<file path="src/rtl/counter_arbiter_pkg.sv">
// Shared types and helpers for the counter arbiter: FSM state encoding,
// the operation encoding and the per-requester operation decoder.
package counter_arbiter_pkg;

  typedef enum logic [1:0] {
    ST_IDLE  = 2'd0,
    ST_ISSUE = 2'd1,
    ST_WAIT  = 2'd2,
    ST_ACK   = 2'd3
  } state_t;

  typedef enum logic [1:0] {
    OP_NONE = 2'd0,
    OP_LOAD = 2'd1,
    OP_UP   = 2'd2,
    OP_DOWN = 2'd3
  } op_t;

  // Decode one requester's three lines into a single operation.
  // Load wins over up, up wins over down.
  function automatic op_t get_op(input logic ld, input logic up, input logic dn);
    if (ld)      return OP_LOAD;
    else if (up) return OP_UP;
    else if (dn) return OP_DOWN;
    else         return OP_NONE;
  endfunction

endpackage

</file>
<file path="src/rtl/round_robin_picker.sv">
// Combinational round-robin picker: starting just after the most recently
// granted index, returns the first requesting index (wrapping modulo N).
module round_robin_picker #(
  parameter  int N  = 4,
  localparam int IW = $clog2(N)
) (
  input  logic [N-1:0]  i_requesting,
  input  logic [IW-1:0] i_last,
  output logic          o_valid,
  output logic [IW-1:0] o_index
);

  logic [IW-1:0] w_idx;

  // Scan N positions starting at last+1; the first hit wins.
  always_comb begin
    o_valid = 1'b0;
    o_index = '0;
    w_idx   = '0;
    for (int k = 0; k < N; k++) begin
      w_idx = IW'((int'(i_last) + 1 + k) % N);
      if (!o_valid && i_requesting[w_idx]) begin
        o_valid = 1'b1;
        o_index = w_idx;
      end
    end
  end

endmodule

</file>
<file path="src/rtl/counter_arbiter.sv">
// Shares one up/down counter among N requesters. Each transaction is one
// four-phase handshake on the requester side and one single-cycle strobe on
// the counter side; up/down additionally wait for the counter's ack.
//
// Handshake: requester i holds its request lines and reqData stable until
// reqAck[i] rises, then drops all lines; reqAck[i] stays high until every
// line of requester i is low, and falls on the following clock edge.
module counter_arbiter
  import counter_arbiter_pkg::*;
#(
  parameter int N       = 4,
  parameter int SIZE    = 8,
  parameter int TIMEOUT = 15
) (
  input  logic            clock,
  input  logic            reset,
  input  logic [N-1:0]    reqUp,
  input  logic [N-1:0]    reqDown,
  input  logic [N-1:0]    reqLoad,
  input  logic [N*SIZE-1:0] reqData,
  output logic [N-1:0]    reqAck,
  output logic            up,
  output logic            down,
  output logic            load,
  output logic [SIZE-1:0] data,
  input  logic            upAck,
  input  logic            downAck,
  output logic            timeout,
  output logic            busy,
  output state_t          o_dbg_state
);

  localparam int IW  = $clog2(N);
  localparam int WCW = ($clog2(TIMEOUT + 1) > 4) ? $clog2(TIMEOUT + 1) : 4;

  state_t          r_state;
  op_t             r_op;
  logic [IW-1:0]   r_winner;
  logic [IW-1:0]   r_last;
  logic [SIZE-1:0] r_data;
  logic [WCW-1:0]  r_wait_cnt;
  logic [N-1:0]    r_req_ack;
  logic            r_up;
  logic            r_down;
  logic            r_load;
  logic            r_timeout;
  logic            r_busy;

  logic [N-1:0]    w_requesting;
  logic            w_pick_valid;
  logic [IW-1:0]   w_pick_index;
  op_t             w_pick_op;
  logic [SIZE-1:0] w_pick_data;
  logic [N-1:0]    w_winner_onehot;
  logic [WCW-1:0]  w_wait_next;
  logic            w_ack_match;
  logic            w_wait_expired;
  logic            w_winner_idle;

  assign w_requesting = reqUp | reqDown | reqLoad;

  round_robin_picker #(.N(N)) u_picker (
    .i_requesting (w_requesting),
    .i_last       (r_last),
    .o_valid      (w_pick_valid),
    .o_index      (w_pick_index)
  );

  assign w_pick_op   = get_op(reqLoad[w_pick_index], reqUp[w_pick_index], reqDown[w_pick_index]);
  assign w_pick_data = reqData[w_pick_index*SIZE +: SIZE];

  // One-hot acknowledge vector for the latched winner.
  always_comb begin
    w_winner_onehot           = '0;
    w_winner_onehot[r_winner] = 1'b1;
  end

  // WAIT cycles are counted from 1; only the ack matching the issued
  // operation ends the wait, the other one is ignored.
  assign w_wait_next    = r_wait_cnt + WCW'(1);
  assign w_wait_expired = (w_wait_next == WCW'(TIMEOUT));
  assign w_ack_match    = ((r_op == OP_UP) && upAck) || ((r_op == OP_DOWN) && downAck);
  assign w_winner_idle  = !w_requesting[r_winner];

  // Transaction FSM with all outputs registered. Strobes are set on the
  // edge entering ISSUE and cleared on the edge leaving it, so each
  // transaction produces exactly one strobe cycle.
  always_ff @(posedge clock) begin
    if (reset) begin
      r_state    <= ST_IDLE;
      r_op       <= OP_NONE;
      r_winner   <= '0;
      r_last     <= IW'(N - 1);
      r_data     <= '0;
      r_wait_cnt <= '0;
      r_req_ack  <= '0;
      r_up       <= 1'b0;
      r_down     <= 1'b0;
      r_load     <= 1'b0;
      r_timeout  <= 1'b0;
      r_busy     <= 1'b0;
    end else begin
      case (r_state)
        ST_IDLE: begin
          if (w_pick_valid) begin
            r_winner <= w_pick_index;
            r_op     <= w_pick_op;
            r_data   <= w_pick_data;
            r_up     <= (w_pick_op == OP_UP);
            r_down   <= (w_pick_op == OP_DOWN);
            r_load   <= (w_pick_op == OP_LOAD);
            r_busy   <= 1'b1;
            r_state  <= ST_ISSUE;
          end
        end
        ST_ISSUE: begin
          r_up       <= 1'b0;
          r_down     <= 1'b0;
          r_load     <= 1'b0;
          r_wait_cnt <= '0;
          if (r_op == OP_LOAD) begin
            r_req_ack <= w_winner_onehot;
            r_state   <= ST_ACK;
          end else begin
            r_state   <= ST_WAIT;
          end
        end
        ST_WAIT: begin
          r_wait_cnt <= w_wait_next;
          if (w_ack_match) begin
            r_req_ack <= w_winner_onehot;
            r_state   <= ST_ACK;
          end else if (w_wait_expired) begin
            r_timeout <= 1'b1;
            r_req_ack <= w_winner_onehot;
            r_state   <= ST_ACK;
          end
        end
        ST_ACK: begin
          r_last <= r_winner;
          if (w_winner_idle) begin
            r_req_ack <= '0;
            r_busy    <= 1'b0;
            r_state   <= ST_IDLE;
          end
        end
        default: begin
          r_state <= ST_IDLE;
        end
      endcase
    end
  end

  assign reqAck      = r_req_ack;
  assign up          = r_up;
  assign down        = r_down;
  assign load        = r_load;
  assign data        = r_data;
  assign timeout     = r_timeout;
  assign busy        = r_busy;
  assign o_dbg_state = r_state;

endmodule

</file>
<file path="config.mk">
export PLATFORM = sky130hd
export DESIGN_NAME = counter_arbiter
export DESIGN_NICKNAME = d
export VERILOG_FILES = /design/src/rtl/counter_arbiter_pkg.sv /design/src/rtl/round_robin_picker.sv /design/src/rtl/counter_arbiter.sv
export SDC_FILE = /design/constraint.sdc
export NUM_CORES = 1
export LEC_CHECK = 0
export ABC_AREA = 0
export ABC_CLOCK_PERIOD_IN_PS = 3100
export BUFFER_PORTS_ARGS = -buffer_cell sky130_fd_sc_hd__buf_2
export CORE_UTILIZATION = 35
export DETAILED_ROUTE_END_ITERATION = 10
export PLACE_DENSITY = 0.71
export SLEW_MARGIN = 25
export SYNTH_ARGS = -nofsm -noshare
export SYNTH_HDL_FRONTEND = slang
export SYNTH_SLANG_ARGS = --single-unit
</file>
<file path="constraint.sdc">
create_clock -name clock -period 3.1 [get_ports clock]
set_input_delay 0.62 -clock clock [delete_from_list [all_inputs] [get_ports clock]]
set_output_delay 0.62 -clock clock [all_outputs]
set_load 0.005 [all_outputs]
</file>
# Word level (Yosys, flattened, before mapping)

Cells that the tools add are included.

Output and inout port bits: 19
Logic and storage cells: 113
Input bits: 48
Flip-flop bits (word level): 29

Muxes and demuxes: 50
Magnitude comparators: 7
Equality and inequality tests: 14
$add $sub $neg: 5
Shift-type cells: 1
Reduce and logical (&&, ||, !) cells: 21
Bitwise operators: 3

Operator list:

| operator              | count |
|---|---|
| $shiftx A32 B6 Y8     | 1 |
| $mux W2               | 11 |
| $mux W1               | 19 |
| $lt A2 B3 Y1 const B  | 6 |
| $bmux W1 S2           | 8 |
| $mux W4               | 4 |
| $eq A2 B2 Y1 const B  | 6 |
| $pmux W4 S3           | 1 |
| $reduce_and A3 Y1     | 3 |
| $or A4 B4 Y4          | 2 |
| $pmux W1 S2           | 4 |
| $pmux W2 S4           | 1 |
| $pmux W4 S2           | 1 |
| $eq A2 B1 Y1 const B  | 3 |
| $logic_and A1 B1 Y1   | 6 |
| $reduce_bool A2 Y1    | 3 |
| $add A2 B1 Y2 const B | 2 |
| $add A2 B2 Y2 const B | 2 |
| $add A4 B1 Y4 const B | 1 |
| $eq A4 B4 Y1 const B  | 1 |
| $ne A2 B2 Y1 const B  | 2 |
| $reduce_and A2 Y1     | 2 |
| $reduce_and A4 Y1     | 1 |
| $logic_not A1 Y1      | 3 |
| other kinds (8)       | 8 |

# Longest topological paths before layout

Gate-level depths: netlist (run 1).

Depth after elaboration: 22
Gate-level depth with buffers: 9
Mapped depth without buffers: 8

# Modules after synthesis

From an unflattened synthesis (run 1), not the netlist that was laid out.

Cell total of the unflattened synthesis: 200
Area total of the unflattened synthesis: 1793.0 µm²

By module, submodules not included:

| module             | cells each | area an instance (µm²) | times used | seq. area each (µm²) |
|---|---|---|---|---|
| counter_arbiter    | 186        | 1701.6                 | 1          | 580.6 |
| round_robin_picker | 14         | 91.3                   | 1          | 0.0 |

# Worst setup path before layout (run 1)

No wires, ideal clock.

Path kind: in2reg
Start: input port reqLoad[2]
End: register r_req_ack[2], in the netlist reqAck[2]
Library setup time: 0.070 ns
Arrival time: 2.357 ns
Buffers on the path: 0
Data required time: 3.030 ns
Stages: 6
Path slack: 0.673 ns
Cell sequence: or3_1 > mux4_2 > nand2_2 > nand3_4 > or4b_1 > a21oi_1

Word-level cells in the longest chain between the ends: 5

RTL lines:

| what                          | RTL line               | RTL |
|---|---|---|
| start: declaration            | counter_arbiter.sv:19  | `input logic [N-1:0] reqLoad,` |
| $or A4 B4 Y4                  | counter_arbiter.sv:60  | `assign w_requesting = reqUp \| reqDown \| reqLoad;` |
| $bmux W1 S2                   | counter_arbiter.sv:83  | `assign w_winner_idle = !w_requesting[r_winner];` |
| $mux W1 (not written as such) | counter_arbiter.sv:83  |  |
| $ne A2 B2 Y1 (no line)        | n/a                    |  |
| $reduce_and A4 Y1 (no line)   | n/a                    |  |
| end signal: assignment        | counter_arbiter.sv:122 | `r_req_ack <= w_winner_onehot;` |
| end signal: assignment        | counter_arbiter.sv:131 | `r_req_ack <= w_winner_onehot;` |
| end signal: assignment        | counter_arbiter.sv:135 | `r_req_ack <= w_winner_onehot;` |
| end: declaration              | counter_arbiter.sv:42  | `logic [N-1:0] r_req_ack;` |

No other way between the ends. The select of a mux whose other input is x is not followed.
A chain may end at the register's enable or synchronous reset.

# Final worst setup path (run 1)

Start: input port reqLoad[1]
End: register r_data[7], in the netlist data[7]

Word-level cells in the longest chain between the ends: 14
Elaborated cells between the ends (all ways): 25
Those cells by class: shift (1); mux (16); bitwise (1); reduce/logical (7)

RTL lines:

| what                                                          | RTL line                 | RTL |
|---|---|---|
| $or A4 B4 Y4 (*)                                              | counter_arbiter.sv:60    |  |
| $bmux W1 S2                                                   | round_robin_picker.sv:22 | `if (!o_valid && i_requesting[w_idx]) begin` |
| $mux W1 (not written as such)                                 | round_robin_picker.sv:22 |  |
| $mux W1                                                       | round_robin_picker.sv:22 |  |
| $logic_not A1 Y1                                              | round_robin_picker.sv:22 |  |
| $logic_and A1 B1 Y1                                           | round_robin_picker.sv:22 |  |
| $mux W1                                                       | round_robin_picker.sv:22 |  |
| $logic_not A1 Y1                                              | round_robin_picker.sv:22 |  |
| $logic_and A1 B1 Y1                                           | round_robin_picker.sv:22 |  |
| $mux W1                                                       | round_robin_picker.sv:22 |  |
| $logic_not A1 Y1                                              | round_robin_picker.sv:22 |  |
| $logic_and A1 B1 Y1                                           | round_robin_picker.sv:22 |  |
| $mux W2 / $mux W1 (equally long branches)                     | round_robin_picker.sv:22 |  |
| $shiftx A32 B6 Y8 / $reduce_and A2 Y1 (equally long branches) | n/a                      |  |
| end signal: assignment                                        | counter_arbiter.sv:108   | `r_data <= w_pick_data;` |
| end: declaration                                              | counter_arbiter.sv:40    | `logic [SIZE-1:0] r_data;` |

Mark *: on every way between the ends. The rest lies on a longest branch, timed or not. The select of a mux whose other input is x is not followed.

==> metrics.md, run 1 <==
| Metric | Value |
|---|---|
| Status | finished clean |
| Largest net degree at the start of global routing | 27 |
| Resize count post-CTS | 0 |
| CTS root buffer | clkbuf_8 |
| Req. time, crit path | 3.25 ns |
| Synth cell types | 46 |
| Hold depth | 2 |
| Mapped cell area | 1898 um^2 |
| Critical path class | primary input to flop |
| Layout cells sized above 1 | 0.3425 |
| H-tree depth | 2 |
| Die area | 5721 um^2 |
| CP arrival | 2.54 ns |
| Final instance area | 2399 um^2 |
| Post-CTS Setup Inserts | 0 |
| Number of synthesized flops with an enable pin | 0 |
| Max cap viols | 0 |
| TritonCTS clock tree | yes |
| R2R Path Start | r_wait_cnt[0] |
| Final min period | 2.390 ns |
| HPWL Detailed | 3387 um |
| Main flop type after synthesis | dfxtp_1 |
| FP Rows | 26 |
| Peak VDD IR | 307.6 uV |
| Gate Count Post-Synth | 228 |
| Die Wd | 75.64 um |
| DR vias | 1831 |
| Skew-Pair Late Insertion Delay | 0.29 ns |
| Period utilisation layout | 0.7711 |
| FF-to-FF setup slack | 0.73 ns |
| # clock sinks | 29 |
| Skew final | 0.006704 ns |
| Longest Clk Path Bufs | 2 |
| Critical path endpoint | data[7] |
| Cells on worst reg2reg path | 8 |
| Initial Utilization | 0.3670 |
| GRT Total Usage | 0.1714 |
| DR iter-0 viols | 63 |
| IO buf count | 66 |
| Syn. warnings | 0 |
| Placed inst area | 2278 um^2 |
| # DRC | 0 |
| Final Max Tran Viols | 0 |
| Worst hold path type | flop to flop |
| R2r endpoint | reqAck[2] |
| Unrepaired setup endpoints after global routing | no |
| Vias in the first global route | 1718 |
| Sequential share of the synthesized area | 0.3059 |
| Area growth, synth to finish | 26.37% |
| Final setup violation count | 0 |
| Post-Route WL | 4353 um |
| Leakage | 0.001051 uW |
| Nets | 346 |
| Syn nets | 283 |
| Setup TNS Final | 0 ns |
| Worst slew pin tran | 0.5485 ns |
| Io pins | 67 |
| Diodes inserted | 0 |
| Fmax achieved | 418.3 MHz |
| Syn avg cell area | 8.325 um^2 |
| Peak fanout along the critical path | 19 |
| Clk slew on worst S/H paths | 0.06 ns |
| Slew HR | 0.6344 |
| GR Overflow Total | 0 |
| Final hold vios | 0 |
| Startpoint types | primary input |
| Post-synthesis register bit count | 29 |
| Initial antenna violation count | 0 |
| Routed WL per cell | 12.02 um |
| Asr flop ratio synth | 0 |
| Routability cong. | 0.7925 |
| Pwr/cell area | 746.6 nW/um^2 |
| Routed Antenna Nets | 0 |
| Via density | 5.058 |
| Drt first pass iters | 4 |
| First-pass GRT wire length | 7355 um |
| Die Ht | 75.64 um |
| CTS buffer count | 5 |
| Hold slack final | 0.4469 ns |
| CP Launch Point | reqLoad[1] |
| CORE AREA | 5172 um^2 |
| Setup crit end kind | flop |
| Hold-fix buffers at CTS | 0 |
-- where the power goes --
| group | internal (uW) | switching [uW] | leakage (uW) |
|---|---|---|---|
| clock network | 261 | 148 | 0.0000574 |
| registers | 476 | 83.8 | 0.000238 |
| logic | 357 | 465 | 0.000756 |
-- through the flow --
stage	setup WS (ns)	total power (uW)	utilization	cells
after floorplan	0.6728	1159	-	228
after global placement	0.4545	1377	0.4405	354
after detailed placement	0.4199	1391	0.4405	354
after CTS	0.7147	1808	0.4637	362
after global routing	0.5532	1943	0.4637	362
final	0.7096	1791	0.4637	362
-- worst max-delay path: stages --
cell	delay [ns]
buf_2	0.13
nor3_4	0.29
o22ai_1	0.18
nor3_4	0.35
buf_4	0.33
mux2_2	0.37
o211ai_1	0.17
a21oi_1	0.09
-- cell usage in the layout (no fill, tap or decap), types with 3 or more instances in the layout --
cell      Yosys  layout
a211oi_1      3       3
a21oi_1      22      22
buf_2         3      66
clkbuf_8      0       6
dfxtp_1      29      29
ha_1          7       7
inv_1        12      12
mux2_2        9       9
mux2i_1      12      12
nand2_1      30      30
nand2b_1      6       6
nand3_1       5       5
nor2_1       15      15
nor3_1        4       4
o211ai_1     10      10
o21ai_0      13      13
or4b_1        3       3
-- metal layers --
layer	track usage	part of all wire	up-vias
met5	0	0	-
met4	0.08025	0.020	0
met3	0.06217	0.077	10
met2	0.2778	0.45	65
met1	0.2023	0.45	808
li1	-	-	948
-- flip-flops by register name, summed over array words and instances (netlist names) --
name and flops:
r_wait_cnt 4, load 1, o_dbg_state 2, busy 1, down 1, reqAck 4
r_op 2, data 8, r_last 2, timeout 1, up 1, r_winner 2
-- layout make-up --
cell class / count / area [um^2]
Timing Repair Buffer: 68 / 345.3
Tap cell: 70 / 87.58
Fill cell: 507 / 2774
Clock inverter: 2 / 37.54
Sequential cell: 29 / 580.6
Inverter: 12 / 45.04
Clock buffer: 6 / 82.58
Multi-Input combinational cell: 175 / 1220
-- how the worst min path moves through the flow --
| stage | startpoint | end | slack [ns] |
|---|---|---|---|
| floorplan | reqAck[0] | reqAck[0] | 0.45 |
| global placement | reqAck[0] | reqAck[0] | 0.44 |
| detailed placement | reqAck[0] | reqAck[0] | 0.44 |
| CTS | reqAck[0] | reqAck[0] | 0.45 |
| global route | reqAck[3] | reqAck[3] | 0.47 |
| finish | reqAck[0] | reqAck[0] | 0.45 |
-- cells in the mapped netlist, types with 2 or more instances --
cell type  number  area (um^2)
clkbuf_1        8        30.03
a21oi_1        22        110.1
mux2_2          9        101.4
nor3_1          4        20.02
o22ai_1         2        12.51
mux2i_1        12        120.1
o21ai_1         2        10.01
or4b_1          3        30.03
inv_1          12        45.04
o211ai_1       10        75.07
and2_1          2        12.51
o21ai_0        13        65.06
nand3_1         5        25.02
nand2b_1        6        37.54
nor2_1         15        56.30
ha_1            7        87.58
a211oi_2        2        25.02
buf_2           3        15.01
or3_1           2        12.51
dfxtp_1        29        580.6
or3_4           2        22.52
nor3_4          2        32.53
a211oi_1        3        22.52
nand2_1        30        112.6
or4_1           2        15.01
-- cells by family (layout without fill, tap and decap cells) --
family | Yosys count | after routing | synth area share
multiplexers | 24 | 24 | 0.1424
buffers and inverters | 24 | 88 | 0.05142
AND/OR/NAND/NOR | 80 | 80 | 0.2307
adder cells (fa/ha/maj) | 7 | 7 | 0.04614
AO/OA/AOI/OAI | 64 | 64 | 0.2235
flip-flops | 29 | 29 | 0.3059
(Power assumes the default switching activity.)
==> run 2: changes to the inputs <==
Settings changed: ABC_AREA 0 to 1, ABC_CLOCK_PERIOD_IN_PS 3100 to 2100, PLACE_DENSITY 0.71 to 0.72.
Clock period 3.1 ns to 2.1 ns, I/O delays scaled along.
==> run 2 against run 1 <==
The run now ends with negative setup slack left. Wire length is 46% higher. Design area grew 34%. Setup slack lost 0.76 ns. First-iteration DRC count grew 60%. Core utilization up 12 points. Global-route usage rose by 2.5 points. Clock-buffer cell count did not move. Critical endpoint is now data[2].
==> metrics.md, run 2 <==
| Metric | Value |
|---|---|
| Number of synthesized flops with an enable pin | 0 (unchanged) |
| P_int | 2211 uW (+100%) |
| Syn avg cell area | 6.496 um^2 (-22%) |
| Initial Utilization | 0.3670 (about the same) |
| Leakage | 0.001636 uW (+56%) |
| Gate Count Post-Synth | 313 (+37%) |
| Skew final | 0.006548 ns (-0.0001559 ns) |
| Flop pwr share | 0.220 (-0.093) |
| CP arrival | 2.32 ns (-0.22 ns) |
| Clk slew on worst S/H paths | 0.06 ns (about the same) |
| Nets | 485 (+40%) |
| Routed WL per cell | 12.62 um (+4.9%) |
| Hold-fix buffers at CTS | 0 (unchanged) |
| Routability cong. | 0.8911 (+12%) |
| P_sw | 1890 uW (+170%) |
| Area growth, synth to finish | 58.58% |
| Status | finished with violations |
| Routed Antenna Nets | 0 (unchanged) |
| DR vias | 2489 (+36%) |
| Critical path class | primary input to flop |
| Final hold vios | 0 (unchanged) |
| # DRC | 0 (unchanged) |
| Startpoint types | primary input |
| Setup TNS Final | -0.2570 ns (-0.2570 ns) |
| GR Overflow Total | 0 (unchanged) |
| First-pass GRT wire length | 9604 um (+31%) |
| Initial antenna violation count | 0 (unchanged) |
| TritonCTS clock tree | yes |
| Io pins | 67 (unchanged) |
| Worst slew pin tran | 0.4536 ns (-0.09492 ns) |
| Clock power frac | 0.106 (-0.122) |
| Setup crit end kind | flop |
| Final min period | 2.146 ns |
| Overall power | 4101 uW (+130%) |
| Main flop type after synthesis | dfxtp_1 |
| Chain of cells forming the critical path | buf_2 -> nor2_2 -> nand3_1 -> nand3_2 -> nand2_4 -> nor2_4 -> nand3_4 -> nand2_4 -> nand2_8 -> nand2_8 -> inv_4 -> buf_12 -> o21ai_0 -> o22ai_1 -> o21ai_1 -> inv_1 |
| Req. time, crit path | 2.28 ns (-0.97 ns) |
| Violated checks | negative setup slack |
| Final Max Tran Viols | 0 (unchanged) |
| Worst hold path type | flop to flop |
| Peak fanout along the critical path | 11 (-8) |
| Post-synthesis register bit count | 29 (unchanged) |
| Max cap viols | 0 (unchanged) |
| Final setup violation count | 11 (+11) |
| Final WS setup | -0.04604 ns (-0.7556 ns) |
| Comb pwr share | 0.674 (+0.215) |
| Slew HR | 0.6976 (+0.06328) |
| HPWL Detailed | 4428 um (+31%) |
| Placed Cells | 484 (+37%) |
| Syn. warnings | 0 (unchanged) |
| Period utilisation layout | 1.022 |
| Die area | 6118 um^2 (+6.9%) |
| Longest Clk Path Bufs | 2 (unchanged) |
| Slowest stage cell, crit path | nor2_2 |
| Vias in the first global route | 2215 (+29%) |
| Synth cell types | 35 (-24%) |
| Fin cells | 503 (+39%) |
| CP Buf/Inv Count | 4 (+2) |
| Maximum single-stage delay on the critical path | 0.21 ns (-0.16 ns) |
| Die Wd | 78.22 um (+3.4%) |
| Via density | 4.948 (-2.2%) |
| Most frequent cell after synthesis | nand2_1 |
| Unrepaired setup endpoints after global routing | yes |
| Syn nets | 368 (+30%) |
| Diodes inserted | 0 (unchanged) |
| IO buf count | 66 (unchanged) |
| Switching Share | 0.4608 (+0.07182) |
| Post-Route WL | 6347 um (+46%) |
| Sequential share of the synthesized area | 0.2855 (-0.02033) |
| GRT Total Usage | 0.1969 (+0.02550) |
| CTS root buffer | clkbuf_8 |
| Top post-synthesis cells by count | nand2_1, nor2_1, inv_1, dfxtp_1, nand3_1 |
| # clock sinks | 29 (unchanged) |
| CORE AREA | 5540 um^2 (+7.1%) |
| Max FFs per register | 8 (unchanged) |
| Fmax achieved | 466.0 MHz |
| Hold slack final | 0.4608 ns (+0.01390 ns) |
| Drt first pass iters | 4 (unchanged) |
| Layout cells sized above 1 | 0.4571 (+0.1146) |
| Commonest non-fill, non-tap cell in the layout | buf_2 |
| DR iter-0 viols | 101 (+60%) |
| Largest net degree at the start of global routing | 25 (-7.4%) |
| Die Ht | 78.22 um (+3.4%) |
| Peak VDD IR | 802.7 uV (+160%) |
| Most frequent cells in the layout | buf_2, inv_1, nand2_1, buf_4, nor2_1 |
| Skew-Pair Late Insertion Delay | 0.28 ns (about the same) |
| Area leader, netlist | dfxtp_1 |
| H-tree depth | 2 (unchanged) |
| FF-to-FF setup slack | -0.02 ns (-0.75 ns) |
| FP Rows | 27 (+3.8%) |
| Top Family by Delay on Critical Path | simple AND/OR/NAND/NOR gates |
| Asr flop ratio synth | 0 (unchanged) |
| Mapped cell area | 2033 um^2 (+7.1%) |
| Pwr/cell area | 1272 nW/um^2 (+70%) |
| Area contributors post-synth | dfxtp_1, nand2_1, nor2_1, inv_1, nand3_1 |
| CTS buffer count | 5 (unchanged) |
| Post-synth top area share | 0.2855 (-0.02033) |
## run 2: cell types whose count changed in the layout (fill, tap and decap cells not counted), moves of 11 or more
cell,previous run,this run
o21ai_1,2,13
buf_4,2,39
nand2_2,1,15
inv_1,12,40
nor2_1,15,35
nand3_2,0,12
mux2i_1,12,0
## run 2: power groups by stage
| stage | Clock, uW | Sequential [uW] | Combinational (uW) |
|---|---|---|---|
| global placement | 0 | 897 | 2120 |
| global route | 472 | 925 | 3060 |
| finish | 434 | 902 | 2760 |
| detailed placement | 0 | 903 | 2150 |
| floorplan | 0 | 887 | 1350 |
| CTS | 443 | 896 | 2240 |
## run 2: worst register-to-register path: stages (launching register included)
cell     delay [ns]
dfxtp_4        0.36
buf_8          0.15
nand3_2        0.09
nand3_2        0.11
buf_4          0.16
o21a_1         0.18
nand2_1        0.07
nand2_2        0.08
a21oi_4        0.26
buf_6          0.15
nand3_2        0.08
nand2_4        0.11
nand2_2        0.05
nand4_1        0.08
a21oi_1        0.07
## run 2: worst paths after layout
check / start / end / depth (start not counted)
min: reqAck[0] / reqAck[0] / 2
min reg2reg: reqAck[0] / reqAck[0] / 2
max reg2reg: r_last[0] / up / 14
max: reqUp[2] / data[2] / 16
## run 2: layout make-up
cell class / count / area, um^2
inverter: 44 / 170.2
tap: 72 / 90.09
timing repair buffer: 118 / 775.7
fill: 523 / 2316
clock inverter: 2 / 10.01
clock buffer: 6 / 72.57
sequential: 29 / 588.1
multi-input combinational: 232 / 1518
## run 2: what timing repair did
action / 4_1_cts / 5_1_grt
pin swaps: 3 / 32
buffers inserted: 6 / 3
resized for setup: 8 / 83
endpoints found under the setup margin: 14 / 14
gates cloned: 0 / 2
## run 2: logic make-up (layout without fill, tap and decap cells)
kind of cell             after synthesis  count (layout)  share of synthesized area
AO/OA/AOI/OAI                         64              64                     0.1822
XOR/XNOR                               2               2                   0.008617
adder cells (fa/ha/maj)                7               7                    0.04307
buffers and inverters                 53             170                     0.1114
flip-flops                            29              29                     0.2855
AND/OR/NAND/NOR                      158             159                     0.3692
## run 2: through the flow
step	instance area, um^2	setup slack, ns	util
after floorplan	2033	0.05506	-
after global placement	2723	-0.2985	0.4914
after detailed placement	2723	-0.3440	0.4914
after CTS	2873	0.01008	0.5185
after global routing	3224	-0.1630	0.5820
final	3224	-0.04604	0.5820
## run 2: metal layers
metal  GRT usage  vias to the layer above  wire (um)
met2      0.3404                       91       3254
met5           0                        -          0
met1      0.2351                     1124       2655
met4     0.06852                        0        103
met3     0.05000                       10        335
li1            -                     1264          -
==> run 3: changes to the inputs <==
Settings changed: SYNTH_HIERARCHICAL from default to 1.
==> run 3 against run 2 <==
The run still ends with negative setup slack left. Clock skew grew 0.00074 ns. Critical path type is now flop to flop. Worst hold slack better by 0.0060 ns. Final cell count grew 3.4%. Die area increased by 4.9%.
==> metrics.md, run 3 <==
| Metric | Value |
|---|---|
| Status | finished with violations |
| Violated checks | negative setup slack |
| Final min period | 2.151 ns (+0.005362 ns) |
| Gate Count Post-Synth | 347 (+11%) |
| HPWL Detailed | 4516 um (+2.0%) |
| Hold_sp | reset |
| Die Ht | 80.10 um (+2.4%) |
| Sequential share of the synthesized area | 0.2720 (-0.01356) |
| Longest Clk Path Bufs | 2 (unchanged) |
| Diodes inserted | 0 (unchanged) |
| Nets | 498 (+2.7%) |
| Fillers | 569 (+8.8%) |
| Seq. cell area | 585.6 um^2 (-0.43%) |
| R2r endpoint | up |
| Overall power | 3975 uW (-3.1%) |
| Final hold vios | 0 (unchanged) |
| Maximum single-stage delay on the critical path | 0.37 ns (+0.16 ns) |
| Multi-input gate area | 1459 um^2 (-3.9%) |
| Worst hold path type | primary input to flop |
| Syn avg cell area | 6.151 um^2 (-5.3%) |
| CTS root buffer | clkbuf_8 |
| Routability cong. | 0.8695 (-2.4%) |
| Setup crit end kind | flop |
| CP arrival | 2.36 ns (+0.04 ns) |
| Routed WL per cell | 12.45 um (-1.4%) |
| Highest Signal Layer | met4 |
| Post-synthesis register bit count | 29 (unchanged) |
| Number of synthesized flops with an enable pin | 0 (unchanged) |
| Most frequent cells in the layout | nand2_1, buf_2, nor2_1 |
| WL met1 | 2615 um (-1.5%) |
| CP Launch Point | r_last[0] |
| Die area | 6415 um^2 (+4.9%) |
| Peak fanout along the critical path | 10 (-1) |
| Most frequent cell after synthesis | nand2_1 |
| Routed Antenna Nets | 0 (unchanged) |
| Die Wd | 80.10 um (+2.4%) |
| Peak VDD IR | 664.2 uV (-17%) |
| CORE AREA | 5886 um^2 (+6.2%) |
| Chain of cells forming the critical path | buf_6 -> nand2_4 -> nand2_8 -> nand2_4 -> nand2_4 -> nor2_4 -> buf_4 -> nand3_1 -> nand3_4 -> buf_6 -> nand3_2 -> nand2_2 -> a21oi_2 -> nand3b_1 -> a21oi_1 |
| Synth cell types | 31 (-11%) |
| Post-synth top area share | 0.2720 (-0.01356) |
| # clock sinks | 29 (unchanged) |
| DR vias | 2561 (+2.9%) |
| Area contributors post-synth | dfxtp_1, nand2_1, nor2_1, inv_1, o21ai_0 |
| Post-Route WL | 6472 um (+2.0%) |
| Critical path class | flop to flop |
| Mapped cell area | 2135 um^2 (+5.0%) |
| Main flop type after synthesis | dfxtp_1 |
| Io pins | 67 (unchanged) |
| Max cap viols | 0 (unchanged) |
| Final instance area | 3098 um^2 (-3.9%) |
| Placed inst area | 2706 um^2 (-0.60%) |
| Met3 WL | 403 um (+20%) |
| IO buf count | 66 (unchanged) |
| First-pass GRT wire length | 9722 um (+1.2%) |
| Fmax achieved | 464.8 MHz (-0.25%) |
| Via density | 4.925 (-0.47%) |
| Drt first pass iters | 4 (unchanged) |
| Leakage | 0.001650 uW (+0.86%) |
| TritonCTS clock tree | yes |
| Setup TNS Final | -0.07322 ns (+0.1838 ns) |
| H-tree depth | 2 (unchanged) |
| Startpoint types | flop |
| Pwr/cell area | 1283 nW/um^2 (+0.88%) |
| FF-to-FF setup slack | -0.05 ns (-0.03 ns) |
| CTS buffer count | 5 (unchanged) |
| Layout cells sized above 1 | 0.3798 (-0.07730) |
| Hold EP | timeout |
| Initial antenna violation count | 0 (unchanged) |
| Final Max Tran Viols | 0 (unchanged) |
| Area growth, synth to finish | 45.13% |
| Skew final | 0.007288 ns (+0.0007400 ns) |
| GR Overflow Total | 0 (unchanged) |
| Vias in the first global route | 2336 (+5.5%) |
| Commonest non-fill, non-tap cell in the layout | nand2_1 |
| GRT Total Usage | 0.1948 (-0.002118) |
| Hold depth | 2 (unchanged) |
| Max FFs per register | 8 (unchanged) |
| Cells on worst reg2reg path | 15 (+1) |
| Met2 wire length | 3294 um (+1.2%) |
| FP Rows | 28 (+3.7%) |
| Unrepaired setup endpoints after global routing | yes |
| Largest net degree at the start of global routing | 24 (-4.0%) |
| Final WS setup | -0.05140 ns (-0.005362 ns) |
| Top post-synthesis cells by count | nand2_1, nor2_1, inv_1, dfxtp_1, o21ai_0 |
| Req. time, crit path | 2.31 ns (+0.03 ns) |
| Worst slew pin tran | 0.4486 ns (-0.004985 ns) |
| Skew-Pair Late Insertion Delay | 0.28 ns (about the same) |
| # DRC | 0 (unchanged) |
| CP most frequent cell | nand2_4 |
| Asr flop ratio synth | 0 (unchanged) |
| Clk slew on worst S/H paths | 0.06 ns (about the same) |
| Final core occ | 0.5264 (-0.05562) |
| Area leader, netlist | dfxtp_1 |
| Hold-fix buffers at CTS | 0 (unchanged) |
| Syn nets | 401 (+9.0%) |
| R2R Path Start | r_last[0] |
| Period utilisation layout | 1.024 (+0.002553) |
| Final setup violation count | 2 (-9) |
| Slowest stage cell, crit path | dfxtp_4 |
| Slew HR | 0.6999 (+0.002219) |
| DR iter-0 viols | 138 (+37%) |
| Syn. warnings | 6 (+6) |
| Initial Utilization | 0.3627 (-0.004313) |
run 3: changes by cell type after synthesis, moves of 5 or more:
cell / previous run / this run
nand3_1: 26 / 10
nand2_1: 52 / 86
o21ai_1: 10 / 5
o21ai_0: 19 / 28
a21oi_1: 16 / 11
nor2_1: 44 / 54
run 3: logic make-up (layout without fill, tap and decap cells):
| family | after synthesis | in the layout | synth area share |
|---|---|---|---|
| buf+inv | 63 | 161 | 0.1313 |
| simple gates | 185 | 185 | 0.3874 |
| compound gates | 64 | 64 | 0.1741 |
| fa+ha+maj | 6 | 6 | 0.03517 |
| flops | 29 | 29 | 0.2720 |
run 3: power breakdown:
part	internal [uW]	total [uW]	switching (uW)
Sequential	757	906	149
Combinational	1120	2630	1510
Clock	229	439	210
run 3: metal layers:
metal	track usage	vias up
li1	-	1295
met1	0.2084	1158
met2	0.3615	93
met3	0.05114	15
met4	0.07500	0
met5	0	-
run 3: area by class of cell:
cell class / count / area share
multi-input combinational: 255 / 0.4709
timing repair buffer: 103 / 0.2201
sequential: 29 / 0.1890
inverter: 50 / 0.06300
tap: 75 / 0.03029
clock buffer: 6 / 0.02342
clock inverter: 2 / 0.003231
run 3: how the worst max path moves through the flow:
stage / slack [ns] / endpoint / cells past startpoint
floorplan: 0.01 / up / 15
detailed placement: -0.30 / up / 17
global placement: -0.21 / up / 17
CTS: 0.03 / up / 17
global route: -0.17 / up / 16
finish: -0.05 / up / 15
run 3: stage by stage:
| step | instances | hold slack [ns] | setup WS (ns) |
|---|---|---|---|
| 2_1_floorplan | 347 | 0.4568 | 0.01485 |
| 3_3_place_gp | 502 | 0.4551 | -0.2087 |
| 3_5_place_dp | 502 | 0.4589 | -0.2964 |
| 4_1_cts | 510 | 0.4467 | 0.02687 |
| 5_1_grt | 520 | 0.4651 | -0.1654 |
| 6_report | 520 | 0.4668 | -0.05140 |
run 3: timing repair:
action,in CTS,in global routing
setup endpoints to repair,6,13
buffers inserted,0,8
pin swaps,0,17
gates resized for setup,5,63
gates cloned,0,2
run 3: critical path: cells and delay by family, from the launching register on:
| family | cells | cell delay, ns |
|---|---|---|
| buf+inv | 3 | 0.44 |
| flops | 1 | 0.37 |
| compound gates | 2 | 0.21 |
| simple gates | 10 | 1.04 |
